### config.mk
export PLATFORM = sky130hd
export DESIGN_NAME = prog_counter_n
export DESIGN_NICKNAME = d
export VERILOG_FILES = /design/src/rtl/prog_counter_pkg.sv /design/src/rtl/prog_counter_n_next_calc.sv /design/src/rtl/prog_counter_n.sv
export SDC_FILE = /design/constraint.sdc
export NUM_CORES = 1
export LEC_CHECK = 0
export BUFFER_PORTS_ARGS = -buffer_cell sky130_fd_sc_hd__buf_2
export CAP_MARGIN = 20
export CORE_MARGIN = 2
export CORE_UTILIZATION = 55
export CTS_BUF_LIST = sky130_fd_sc_hd__clkbuf_16
export DETAILED_ROUTE_END_ITERATION = 8
export GPL_TIMING_DRIVEN = 0
export PLACE_DENSITY = 0.86
export SYNTH_ARGS = -nofsm -noshare
export SYNTH_HDL_FRONTEND = slang
export SYNTH_HIERARCHICAL = 1
export SYNTH_SLANG_ARGS = --single-unit
### constraint.sdc
create_clock -name clk -period 4.5 [get_ports clk]
set_clock_uncertainty 0.1 [all_clocks]
set_input_delay 1.35 -clock clk [delete_from_list [all_inputs] [get_ports clk]]
set_output_delay 1.35 -clock clk [all_outputs]
set_load 0.02 [all_outputs]
### src/rtl/prog_counter_pkg.sv
// Shared types for the programmable counter: run-mode encoding and direction constants.
package prog_counter_pkg;

   typedef enum logic [1:0] {
      MODE_FREE    = 2'd0,
      MODE_MODULO  = 2'd1,
      MODE_ONESHOT = 2'd2,
      MODE_HOLD    = 2'd3
   } cnt_mode_t;

   localparam logic CNT_UP = 1'b1;
   localparam logic CNT_DN = 1'b0;

endpackage

### src/rtl/prog_counter_n_next_calc.sv
// Combinational successor of the count for one step, plus whether that step hits the terminal value.
module counter_next_calc
   import prog_counter_pkg::*;
#(
   parameter int WIDTH = 8
) (
   input  logic [WIDTH-1:0] count,
   input  cnt_mode_t        mode,
   input  logic             up_dn,
   input  logic [WIDTH-1:0] mod_val,
   output logic [WIDTH-1:0] next_count,
   output logic             hit_tc
);

   logic [WIDTH-1:0] inc, dec;

   assign inc = count + 1'b1;
   assign dec = count - 1'b1;

   always_comb begin
      next_count = count;
      hit_tc     = 1'b0;
      unique case (mode)
         MODE_FREE: begin
            if (up_dn == CNT_UP) begin
               next_count = inc;
               hit_tc     = (count == {WIDTH{1'b1}});
            end else begin
               next_count = dec;
               hit_tc     = (count == '0);
            end
         end
         MODE_MODULO: begin
            if (up_dn == CNT_UP) begin
               if (count >= mod_val) begin
                  next_count = '0;
                  hit_tc     = 1'b1;
               end else begin
                  next_count = inc;
               end
            end else begin
               if (count == '0) begin
                  next_count = mod_val;
                  hit_tc     = 1'b1;
               end else if (count > mod_val) begin
                  // out-of-range count snaps back into the window silently
                  next_count = mod_val;
               end else begin
                  next_count = dec;
               end
            end
         end
         MODE_ONESHOT: begin
            if (up_dn == CNT_UP) begin
               if (count >= mod_val) begin
                  hit_tc = 1'b1;
               end else begin
                  next_count = inc;
                  hit_tc     = (inc == mod_val);
               end
            end else begin
               if (count == '0) begin
                  hit_tc = 1'b1;
               end else begin
                  next_count = dec;
                  hit_tc     = (dec == '0);
               end
            end
         end
         MODE_HOLD: begin
            next_count = count;
            hit_tc     = 1'b0;
         end
      endcase
   end

endmodule

### src/rtl/prog_counter_n.sv
// Parametrised up/down counter with free/modulo/one-shot modes, load and gated data bus.
// Optional prescaler enabled by defining COUNTER_PRESCALE_EN.
module prog_counter_n
   import prog_counter_pkg::*;
#(
   parameter int WIDTH    = 8,
   parameter int PRESCALE = 4
) (
   input  logic             clk,
   input  logic             rst_n,
   input  logic             en,
   input  logic             load_e,
   input  logic [WIDTH-1:0] load_val,
   input  logic             up_dn,
   input  logic [1:0]       mode,
   input  logic [WIDTH-1:0] mod_val,
   input  logic             out_e,
   output logic [WIDTH-1:0] count,
   output logic [WIDTH-1:0] out_data,
   output logic [WIDTH-1:0] out_oe,
   output logic             tc,
   output logic             done
);

   if (WIDTH < 2 || WIDTH > 32) begin : g_bad_width
      $error("prog_counter_n: WIDTH out of range");
   end
   if (PRESCALE < 1) begin : g_bad_prescale
      $error("prog_counter_n: PRESCALE must be >= 1");
   end

   logic [WIDTH-1:0] count_q, count_d, calc_next;
   logic             tc_q, tc_d, done_q, done_d;
   logic             calc_hit, qual, step;
   cnt_mode_t        mode_s;

   assign mode_s = cnt_mode_t'(mode);

   counter_next_calc #(.WIDTH(WIDTH)) u_calc (
      .count      (count_q),
      .mode       (mode_s),
      .up_dn      (up_dn),
      .mod_val    (mod_val),
      .next_count (calc_next),
      .hit_tc     (calc_hit)
   );

   // a finished one-shot stops consuming en cycles until reloaded
   assign qual = en && !load_e && (mode_s != MODE_HOLD) &&
                 !((mode_s == MODE_ONESHOT) && done_q);

`ifdef COUNTER_PRESCALE_EN
   localparam int            PW    = (PRESCALE > 1) ? $clog2(PRESCALE) : 1;
   localparam logic [PW-1:0] PLAST = PW'(PRESCALE - 1);

   logic [PW-1:0] psc_q, psc_d;

   always_comb begin
      psc_d = psc_q;
      if (load_e)    psc_d = '0;
      else if (qual) psc_d = (psc_q == PLAST) ? '0 : psc_q + 1'b1;
   end

   assign step = qual && (psc_q == PLAST);

   always_ff @(posedge clk) begin
      if (!rst_n) psc_q <= '0;
      else        psc_q <= psc_d;
   end
`else
   assign step = qual;
`endif

   always_comb begin
      count_d = count_q;
      tc_d    = 1'b0;
      done_d  = done_q;
      if (load_e) begin
         count_d = load_val;
         done_d  = 1'b0;
      end else if (step) begin
         count_d = calc_next;
         tc_d    = calc_hit;
         if (mode_s == MODE_ONESHOT && calc_hit) done_d = 1'b1;
      end
   end

   always_ff @(posedge clk) begin
      if (!rst_n) begin
         count_q <= '0;
         tc_q    <= 1'b0;
         done_q  <= 1'b0;
      end else begin
         count_q <= count_d;
         tc_q    <= tc_d;
         done_q  <= done_d;
      end
   end

   assign count    = count_q;
   assign tc       = tc_q;
   assign done     = done_q;
   assign out_data = out_e ? count_q : '0;
   assign out_oe   = {WIDTH{out_e}};

endmodule

==> run_results.csv, run 1 <==
group,metric,value,unit
worst_setup_path,r2r_end,"done",
detailed_routing,viasPerCell,6.44,
final_layout,multiInputGateArea,1620,um^2
clock_tree,cts_tree,"yes",
logic_synthesis,synthesis.nets,335,
clock_tree,cts_buffers,3,
clock_tree,hold_buffers,0,
detailed_routing,firstDrtPassIters,5,
logic_synthesis,synth_top_area_share,0.0961,
clock_tree,ctsRootBufferMaster,"clkbuf_16",
global_route,overflow,0,
logic_synthesis,synthTopCellsByCount,"o21ai_0, a21oi_1, xnor2_1",
floorplanning,io_pins,50,
clock_tree,post-cts-setup-buffer-count,0,
logic_synthesis,yosysWarnings,6,
final_layout,antenna_cells,0,
floorplanning,coreArea,3660,um^2
worst_setup_path,reg2regPathDepth,12,
logic_synthesis,synth.distinct_cells,57,
worst_hold_path,hp-start,"count[7]",
final_layout,final_util,0.669,
worst_hold_path,hold_end,"count[7]",
sta,period_share,0.952,
clock_tree,path_clk_slew,0.04,ns
sta,tns,0,ns
logic_synthesis,synth-edff-count,0,
placed_design,dpl_worst_slack,0.0484,ns
global_route,antenna_found_initial,0,
worst_setup_path,worstPathArrival,4.31,ns
worst_setup_path,crit_path_max_fanout,7,
floorplanning,die-width,65.5,um
logic_synthesis,yosys.area.top_type,"dfxtp_1",
global_route,track_usage,0.321,
worst_setup_path,slowest_delay,0.59,ns
worst_setup_path,cp_common_cell,"inv_1",
logic_synthesis,ys_async_sr_fraction,0,
detailed_routing,ant_nets,0,
detailed_routing,wl_per_cell,17.1,um
final_layout,drive_gt1_frac,0.230,
worst_setup_path,cp.required,4.53,ns
clock_tree,h-tree-depth,1,
sta,hold_viol,0,
logic_synthesis,syn_avg_cell_area,6.97,um^2
worst_setup_path,crit_type,"in -> reg",
clock_tree,cts_max_path_buffers,2,
global_route,grt_max_degree,17,
logic_synthesis,synth_area,2080,um^2
clock_tree,clock_latency,0.23,ns
logic_synthesis,ys_seq_elements,10,
worst_setup_path,cp_slowest_cell,"a2111oi_0",
worst_setup_path,r2r-start,"count[1]",
sta,slew_violations,0,
power,ir_worst_vdd,0.256,mV
detailed_routing,via_count,2549,
worst_hold_path,hold_depth,2,
sta,max-slew-margin-rel,0.552,
power,p_per_area,235,nW/um^2
worst_hold_path,worstHoldPathType,"reg -> reg",
global_route,grt_pass1_wl,10.8,mm
global_route,grt_pass1_vias,2251,
logic_synthesis,yosys-top-cells-area,"dfxtp_1, xnor2_1, o21ai_0",
logic_synthesis,synthCells,299,
final_layout,fill_cells,324,
floorplanning,die_h,65.5,um
clock_tree,cts_resized,0,
placed_design,gp_congestion,1.04,
final_layout,area_growth,17.5,%
final_layout,regArea,200,um^2
worst_setup_path,crit_buf_inv,3,
sta,fin_ws,0.215,ns
logic_synthesis,seq_area_frac_synth,0.0961,
sta,fmax,233,MHz
power,p_leak,0.00107,uW
logic_synthesis,synth_flop_cell,"dfxtp_1",
sta,setup_viol_count_final,0,
floorplanning,start_util,0.569,
detailed_routing,wl,6.78,mm
run_status,status,"completed",
worst_setup_path,crit_chain,"buf_2, inv_1, ha_1, nor2b_1, o211ai_1, a31o_2, nand2_1, inv_1, a211oi_1, a2111oi_0, o41ai_1, nand3b_1, nor3_2, o211a_1",
final_layout,nNetsFinal,386,
floorplanning,die_area,4300,um^2
sta,tightest_slew,0.663,ns
sta,rsz0062_at_grt,"no",
sta,worst_hold_slack,0.443,ns
placed_design,port_buffers,46,
worst_setup_path,end_kind,"register",
worst_setup_path,reg2reg_slack,0.89,ns
worst_setup_path,startpoint_type,"input port",
detailed_routing,first_iter_violations,282,
worst_setup_path,critPathTopFamily,"compound AO/OA/AOI/OAI gates",
sta,min_period,4.29,ns
detailed_routing,drc,0,
floorplanning,rows,22,
job,cap_violations,0,
logic_synthesis,synth_most_common_cell,"o21ai_0",
placed_design,dp_hpwl,5.07,mm
clock_tree,cts.sink_count,10,
## how the worst max path moves through the flow
stage	from	endpoint	slack, ns	cells after the start
6_report	mod_val[1]	done	0.21	14
5_1_grt	mod_val[1]	done	0.06	14
4_1_cts	mod_val[1]	done	0.28	14
3_5_place_dp	mod_val[1]	done	0.05	14
3_3_place_gp	mod_val[1]	done	0.06	14
2_1_floorplan	mod_val[1]	done	0.89	13
## kinds of logic (layout without fill, tap and decap cells)
| kind of cell | count (synthesis) | count (layout) | share of synthesized area |
|---|---|---|---|
| compound gates | 107 | 107 | 0.321 |
| flops | 10 | 10 | 0.0961 |
| xor+xnor | 23 | 23 | 0.0967 |
| simple gates | 97 | 97 | 0.255 |
| buf+inv | 43 | 92 | 0.126 |
| fa+ha+maj | 12 | 12 | 0.0721 |
| mux | 7 | 7 | 0.0336 |
## sequential cells by signal (all words and copies together) (netlist names)
name	count
tc	1
done	1
count	8
## report_power, final
group / internal (uW) / total, uW / switching, uW
sequential: 95.4 / 109 / 13.6
combinational: 123 / 313 / 190
clock: 115 / 154 / 38.6
## worst min-delay path: stages, from the launching register on
cell and delay [ns]:
dfxtp_1 0.34, o21ai_0 0.09, a21oi_1 0.06
## final cells by class
| type | instances | area share |
|---|---|---|
| Multi-Input combinational cell | 246 | 0.662 |
| Sequential cell | 10 | 0.0818 |
| Clock buffer | 3 | 0.0307 |
| Timing Repair Buffer | 46 | 0.0940 |
| Tap cell | 48 | 0.0245 |
| Inverter | 15 | 0.0230 |
| Buffer | 28 | 0.0838 |
## stage by stage
step	total power [uW]	instance area, um^2	std cells
final	576	2450	396
after global routing	608	2450	396
after CTS	567	2450	396
after detailed placement	412	2370	393
after global placement	407	2370	393
after floorplan	330	2080	299
## placed cells by master, fill, tap and decap left out, drive strengths merged, types with 3 or more instances in the layout
cell    instances
a211oi          3
a21oi          25
a31oi          13
and2            9
and3            3
buf            65
clkbuf         12
dfxtp          10
ha             12
inv            15
mux2i           7
nand2          20
nand2b          4
nand3           8
nand4           4
nor2           18
nor3           13
o211ai          5
o21ai          37
o31ai           3
or3             4
xnor2          22
## routing by layer
metal / GRT usage / vias to the layer above / part of all wire / routed length (um)
li1: - / 1197 / - / -
met1: 0.417 / 1177 / 0.41 / 2790
met2: 0.542 / 149 / 0.47 / 3200
met3: 0.0325 / 26 / 0.091 / 618
met4: 0.125 / 0 / 0.026 / 178
met5: 0 / - / 0 / 0
Note: power is estimated with default switching activity, not from simulation.
==> inputs of run 2 (changes only) <==
--- a/config.mk
+++ b/config.mk
@@ -11,7 +11,6 @@
 export CORE_UTILIZATION = 55
 export CTS_BUF_LIST = sky130_fd_sc_hd__clkbuf_16
 export DETAILED_ROUTE_END_ITERATION = 8
-export GPL_TIMING_DRIVEN = 0
 export PLACE_DENSITY = 0.86
 export SYNTH_ARGS = -nofsm -noshare
 export SYNTH_HDL_FRONTEND = slang
==> run 2 against run 1 <==
  * Die area unchanged
  * Hold slack improved by 0.033 ns
  * Cell area decreased by 7.2%
  * Final cell count decreased by 5.8%
  * Clock-buffer cell count unchanged
  * Sequential cell count unchanged
  * Worst setup slack improved by 0.13 ns
==> run_results.csv, run 2 (synthesized netlist as in run 1, its figures left out) <==
group,metric,value,unit
sta,max-slew-margin-rel,0.444,
sta,fmax,241,MHz
detailed_routing,wl_per_cell,17.7,um
worst_setup_path,startpoint_type,"input port",
global_route,track_usage,0.311,
sta,rsz0062_at_grt,"no",
global_route,grt_pass1_wl,10.4,mm
final_layout,fill_cells,330,
clock_tree,cts_max_path_buffers,2,
clock_tree,cts.sink_count,10,
power,p_per_area,245,nW/um^2
final_layout,largest_register_ffs,8,
worst_hold_path,hold_end,"done",
clock_tree,hold_buffers,0,
detailed_routing,wl,6.59,mm
sta,min_period,4.16,ns
placed_design,dp_hpwl,4.72,mm
final_layout,area_growth,9.13,%
placed_design,place_inst,370,
detailed_routing,via_count,2495,
detailed_routing,firstDrtPassIters,5,
power,ir_worst_vdd,0.230,mV
run_status,status,"completed",
detailed_routing,first_iter_violations,254,
detailed_routing,drc,0,
power,p_leak,0.000982,uW
worst_setup_path,end_kind,"register",
clock_tree,h-tree-depth,1,
clock_tree,clock_latency,0.23,ns
floorplanning,coreArea,3660,um^2
global_route,overflow,0,
job,cap_violations,0,
placed_design,port_buffers,49,
placed_design,dpl_worst_slack,0.306,ns
clock_tree,ctsRootBufferMaster,"clkbuf_16",
sta,hold_viol,0,
clock_tree,path_clk_slew,0.04,ns
floorplanning,die_area,4300,um^2
worst_hold_path,hold_depth,1,
final_layout,final_cell_mix,"buf_2, o21ai_0, a21oi_1",
final_layout,final_common_cell,"buf_2",
global_route,grt_pass1_vias,2173,
worst_setup_path,critPathLaunch,"mod_val[1]",
worst_setup_path,reg2regPathDepth,11,
worst_setup_path,crit_type,"in -> reg",
final_layout,antenna_cells,0,
worst_setup_path,r2r_end,"done",
sta,period_share,0.923,
final_layout,nNetsFinal,363,
final_layout,final_cells,373,
global_route,grt_max_degree,41,
worst_setup_path,worstPathArrival,4.18,ns
worst_hold_path,hp-start,"done",
clock_tree,cts_buffers,3,
sta,tns,0,ns
detailed_routing,ant_nets,0,
sta,setup_viol_count_final,0,
sta,tightest_slew,0.833,ns
floorplanning,start_util,0.569,
floorplanning,die_h,65.5,um
placed_design,gp_congestion,1.00,
worst_hold_path,worstHoldPathType,"reg -> reg",
worst_setup_path,crit_path_max_fanout,7,
worst_setup_path,reg2reg_slack,0.79,ns
detailed_routing,viasPerCell,6.69,
global_route,antenna_found_initial,0,
clock_tree,cts_resized,0,
floorplanning,io_pins,50,
sta,worst_hold_slack,0.475,ns
clock_tree,cts_tree,"yes",
worst_setup_path,cp.required,4.53,ns
floorplanning,die-width,65.5,um
worst_setup_path,r2r-start,"count[3]",
floorplanning,rows,22,
clock_tree,post-cts-setup-buffer-count,0,
final_layout,drive_gt1_frac,0.206,
sta,slew_violations,0,
sta,fin_ws,0.344,ns
-- run 2: worst max-delay path by stage --
| stage | endpoint | slack (ns) | cells after the start |
|---|---|---|---|
| after floorplan | done | 0.89 | 13 |
| after global placement | done | 0.36 | 14 |
| after detailed placement | done | 0.31 | 14 |
| after CTS | done | 0.50 | 14 |
| after global routing | done | 0.30 | 14 |
| final | done | 0.34 | 14 |
-- run 2: final cells by class --
cell class | instances | area [um^2] | share of cell area
Timing Repair Buffer | 51 | 260 | 0.114
Inverter | 15 | 56.3 | 0.0248
Sequential cell | 10 | 200 | 0.0881
Clock buffer | 3 | 75.1 | 0.0330
Tap cell | 48 | 60.1 | 0.0264
Multi-Input combinational cell | 246 | 1620 | 0.713
-- run 2: power by group --
group | leakage, uW | internal (uW) | switching (uW)
Sequential | 0.0000828 | 95.4 | 26.6
Clock | 0.0000370 | 115 | 38.8
Combinational | 0.000862 | 109 | 173
-- run 2: per-stage QoR --
stage | util | instance area (um^2) | total power (uW)
6_report | 0.621 | 2270 | 558
5_1_grt | 0.621 | 2270 | 589
4_1_cts | 0.621 | 2270 | 548
3_5_place_dp | 0.600 | 2200 | 392
3_3_place_gp | 0.600 | 2200 | 385
2_1_floorplan | - | 2080 | 330
-- run 2: metal layers --
metal  up-vias  routed length [um]  global-route usage
li1       1146                   -                   -
met1      1150                2590               0.399
met2       175                3140               0.518
met3        24                 676              0.0377
met4         0                 187               0.138
met5         -                   0                   0
-- run 2: worst max-delay path, cell delays in order --
cell and delay, ns:
buf_2 0.10, inv_1 0.05, ha_1 0.31, nor2b_1 0.15
o211ai_1 0.24, a31o_2 0.28, nand2_1 0.22, inv_1 0.26
a211oi_1 0.08, a2111oi_0 0.46, o41ai_1 0.24, nand3b_1 0.16
nor3_2 0.06, o211a_1 0.21
==> inputs of run 3 (changes only) <==
--- a/config.mk
+++ b/config.mk
@@ -8,10 +8,10 @@
 export BUFFER_PORTS_ARGS = -buffer_cell sky130_fd_sc_hd__buf_2
 export CAP_MARGIN = 20
 export CORE_MARGIN = 2
-export CORE_UTILIZATION = 55
+export CORE_UTILIZATION = 50
 export CTS_BUF_LIST = sky130_fd_sc_hd__clkbuf_16
 export DETAILED_ROUTE_END_ITERATION = 8
-export PLACE_DENSITY = 0.86
+export PLACE_DENSITY = 0.79
 export SYNTH_ARGS = -nofsm -noshare
 export SYNTH_HDL_FRONTEND = slang
 export SYNTH_HIERARCHICAL = 1
==> run 3 against run 2 <==
  * Non-clock buffer count up 3
  * Cell area increased by 1.3%
  * Wire length decreased by 3.7%
  * Hold slack lost 0.0025 ns
  * Largest cell class unchanged
  * Highest routed layer unchanged
  * Worst setup slack improved by 0.30 ns
  * Critical path depth did not move
==> run_results.csv, run 3 (synthesized netlist as in run 1, its figures left out) <==
group,metric,value,unit
clock_tree,cts_max_path_buffers,2,
sta,fmax,259,MHz
floorplanning,coreArea,4000,um^2
worst_setup_path,reg2reg_slack,1.31,ns
global_route,antenna_found_initial,0,
sta,hold_viol,0,
worst_setup_path,crit_path_max_fanout,7,
clock_tree,cts_resized,0,
power,p_per_area,243,nW/um^2
worst_setup_path,r2r-start,"count[7]",
final_layout,antenna_cells,0,
power,p_leak,0.000998,uW
clock_tree,cts_buffers,3,
sta,worst_hold_slack,0.473,ns
clock_tree,post-cts-setup-buffer-count,0,
floorplanning,rows,23,
final_layout,final_cell_mix,"buf_2, o21ai_0, a21oi_1",
global_route,grt_pass1_wl,10.0,mm
detailed_routing,ant_nets,0,
floorplanning,die-width,68.6,um
sta,slew_violations,0,
run_status,status,"completed",
global_route,grt_pass1_vias,2038,
final_layout,largest_register_ffs,8,
worst_setup_path,end_kind,"register",
sta,tightest_slew,0.672,ns
sta,rsz0062_at_grt,"no",
final_layout,area_growth,10.5,%
detailed_routing,via_count,2435,
placed_design,port_buffers,49,
power,ir_worst_vdd,0.258,mV
clock_tree,hold_buffers,0,
worst_setup_path,crit_type,"in -> reg",
job,cap_violations,0,
placed_design,place_inst,375,
sta,setup_viol_count_final,0,
floorplanning,start_util,0.521,
floorplanning,die_h,68.6,um
global_route,track_usage,0.281,
clock_tree,ctsRootBufferMaster,"clkbuf_16",
sta,tns,0,ns
placed_design,gp_congestion,0.957,
clock_tree,cts_tree,"yes",
worst_setup_path,r2r_end,"done",
global_route,overflow,0,
detailed_routing,first_iter_violations,276,
detailed_routing,wl_per_cell,16.7,um
final_layout,nNetsFinal,366,
worst_hold_path,hold_end,"done",
clock_tree,clock_latency,0.24,ns
detailed_routing,viasPerCell,6.42,
sta,min_period,3.86,ns
worst_hold_path,hold_depth,1,
final_layout,drive_gt1_frac,0.213,
placed_design,dp_hpwl,4.74,mm
detailed_routing,wl,6.34,mm
floorplanning,die_area,4700,um^2
worst_setup_path,startpoint_type,"input port",
clock_tree,h-tree-depth,1,
clock_tree,cts.sink_count,10,
worst_hold_path,hp-start,"done",
worst_setup_path,reg2regPathDepth,11,
worst_setup_path,worstPathArrival,3.89,ns
clock_tree,path_clk_slew,0.04,ns
sta,max-slew-margin-rel,0.552,
final_layout,final_cells,379,
worst_setup_path,cp.required,4.53,ns
sta,period_share,0.857,
detailed_routing,firstDrtPassIters,5,
detailed_routing,drc,0,
global_route,grt_max_degree,41,
floorplanning,io_pins,50,
final_layout,final_common_cell,"buf_2",
worst_hold_path,worstHoldPathType,"reg -> reg",
==> run 3: changes by cell type in the layout (fill, tap and decap cells not counted), sizes merged <==
cell and delta:
clkinv +1, buf +3
==> run 3: worst max path at each step <==
| stage | startpoint | end | slack, ns |
|---|---|---|---|
| floorplan | mod_val[1] | done | 0.89 |
| global placement | mod_val[1] | done | 0.61 |
| detailed placement | mod_val[1] | done | 0.43 |
| CTS | mod_val[1] | done | 0.67 |
| global route | mod_val[1] | done | 0.30 |
| finish | mod_val[1] | done | 0.64 |
==> run 3: final cells by class <==
class / instances / area (um^2)
Clock buffer: 3 / 75.1
Clock inverter: 1 / 3.75
Fill cell: 387 / 1700
Inverter: 15 / 56.3
Multi-Input combinational cell: 246 / 1620
Sequential cell: 10 / 200
Tap cell: 50 / 62.6
Timing Repair Buffer: 54 / 283
==> run 3: routing by layer <==
metal  vias to the layer above  track usage  wire [um]
li1                       1153            -          -
met1                      1111        0.398       2660
met2                       162        0.435       2830
met3                         9       0.0763        761
met4                         0       0.0375         92
met5                         -            0          0
==> run 3: where the power goes <==
part	switching, uW	internal [uW]
clock network	42.0	117
registers	22.4	95.3
logic	171	113
==> run 3: worst max-delay path: stages <==
cell       delay, ns
buf_2           0.10
inv_1           0.05
ha_1            0.29
nor2b_1         0.13
o211ai_1        0.25
a31o_2          0.27
nand2_1         0.17
inv_1           0.23
a211oi_1        0.07
a2111oi_0       0.42
o41ai_1         0.18
nand3b_1        0.13
nor3_2          0.04
o211a_1         0.20
==> run 3: metrics by stage <==
step                setup WS (ns)  instance area, um^2  total power, uW   util
floorplan                   0.893                 2080              330      -
detailed placement          0.432                 2220              395  0.556
global route                0.295                 2300              594  0.576
global placement            0.608                 2220              391  0.556
CTS                         0.666                 2300              553  0.576
finish                      0.642                 2300              560  0.576
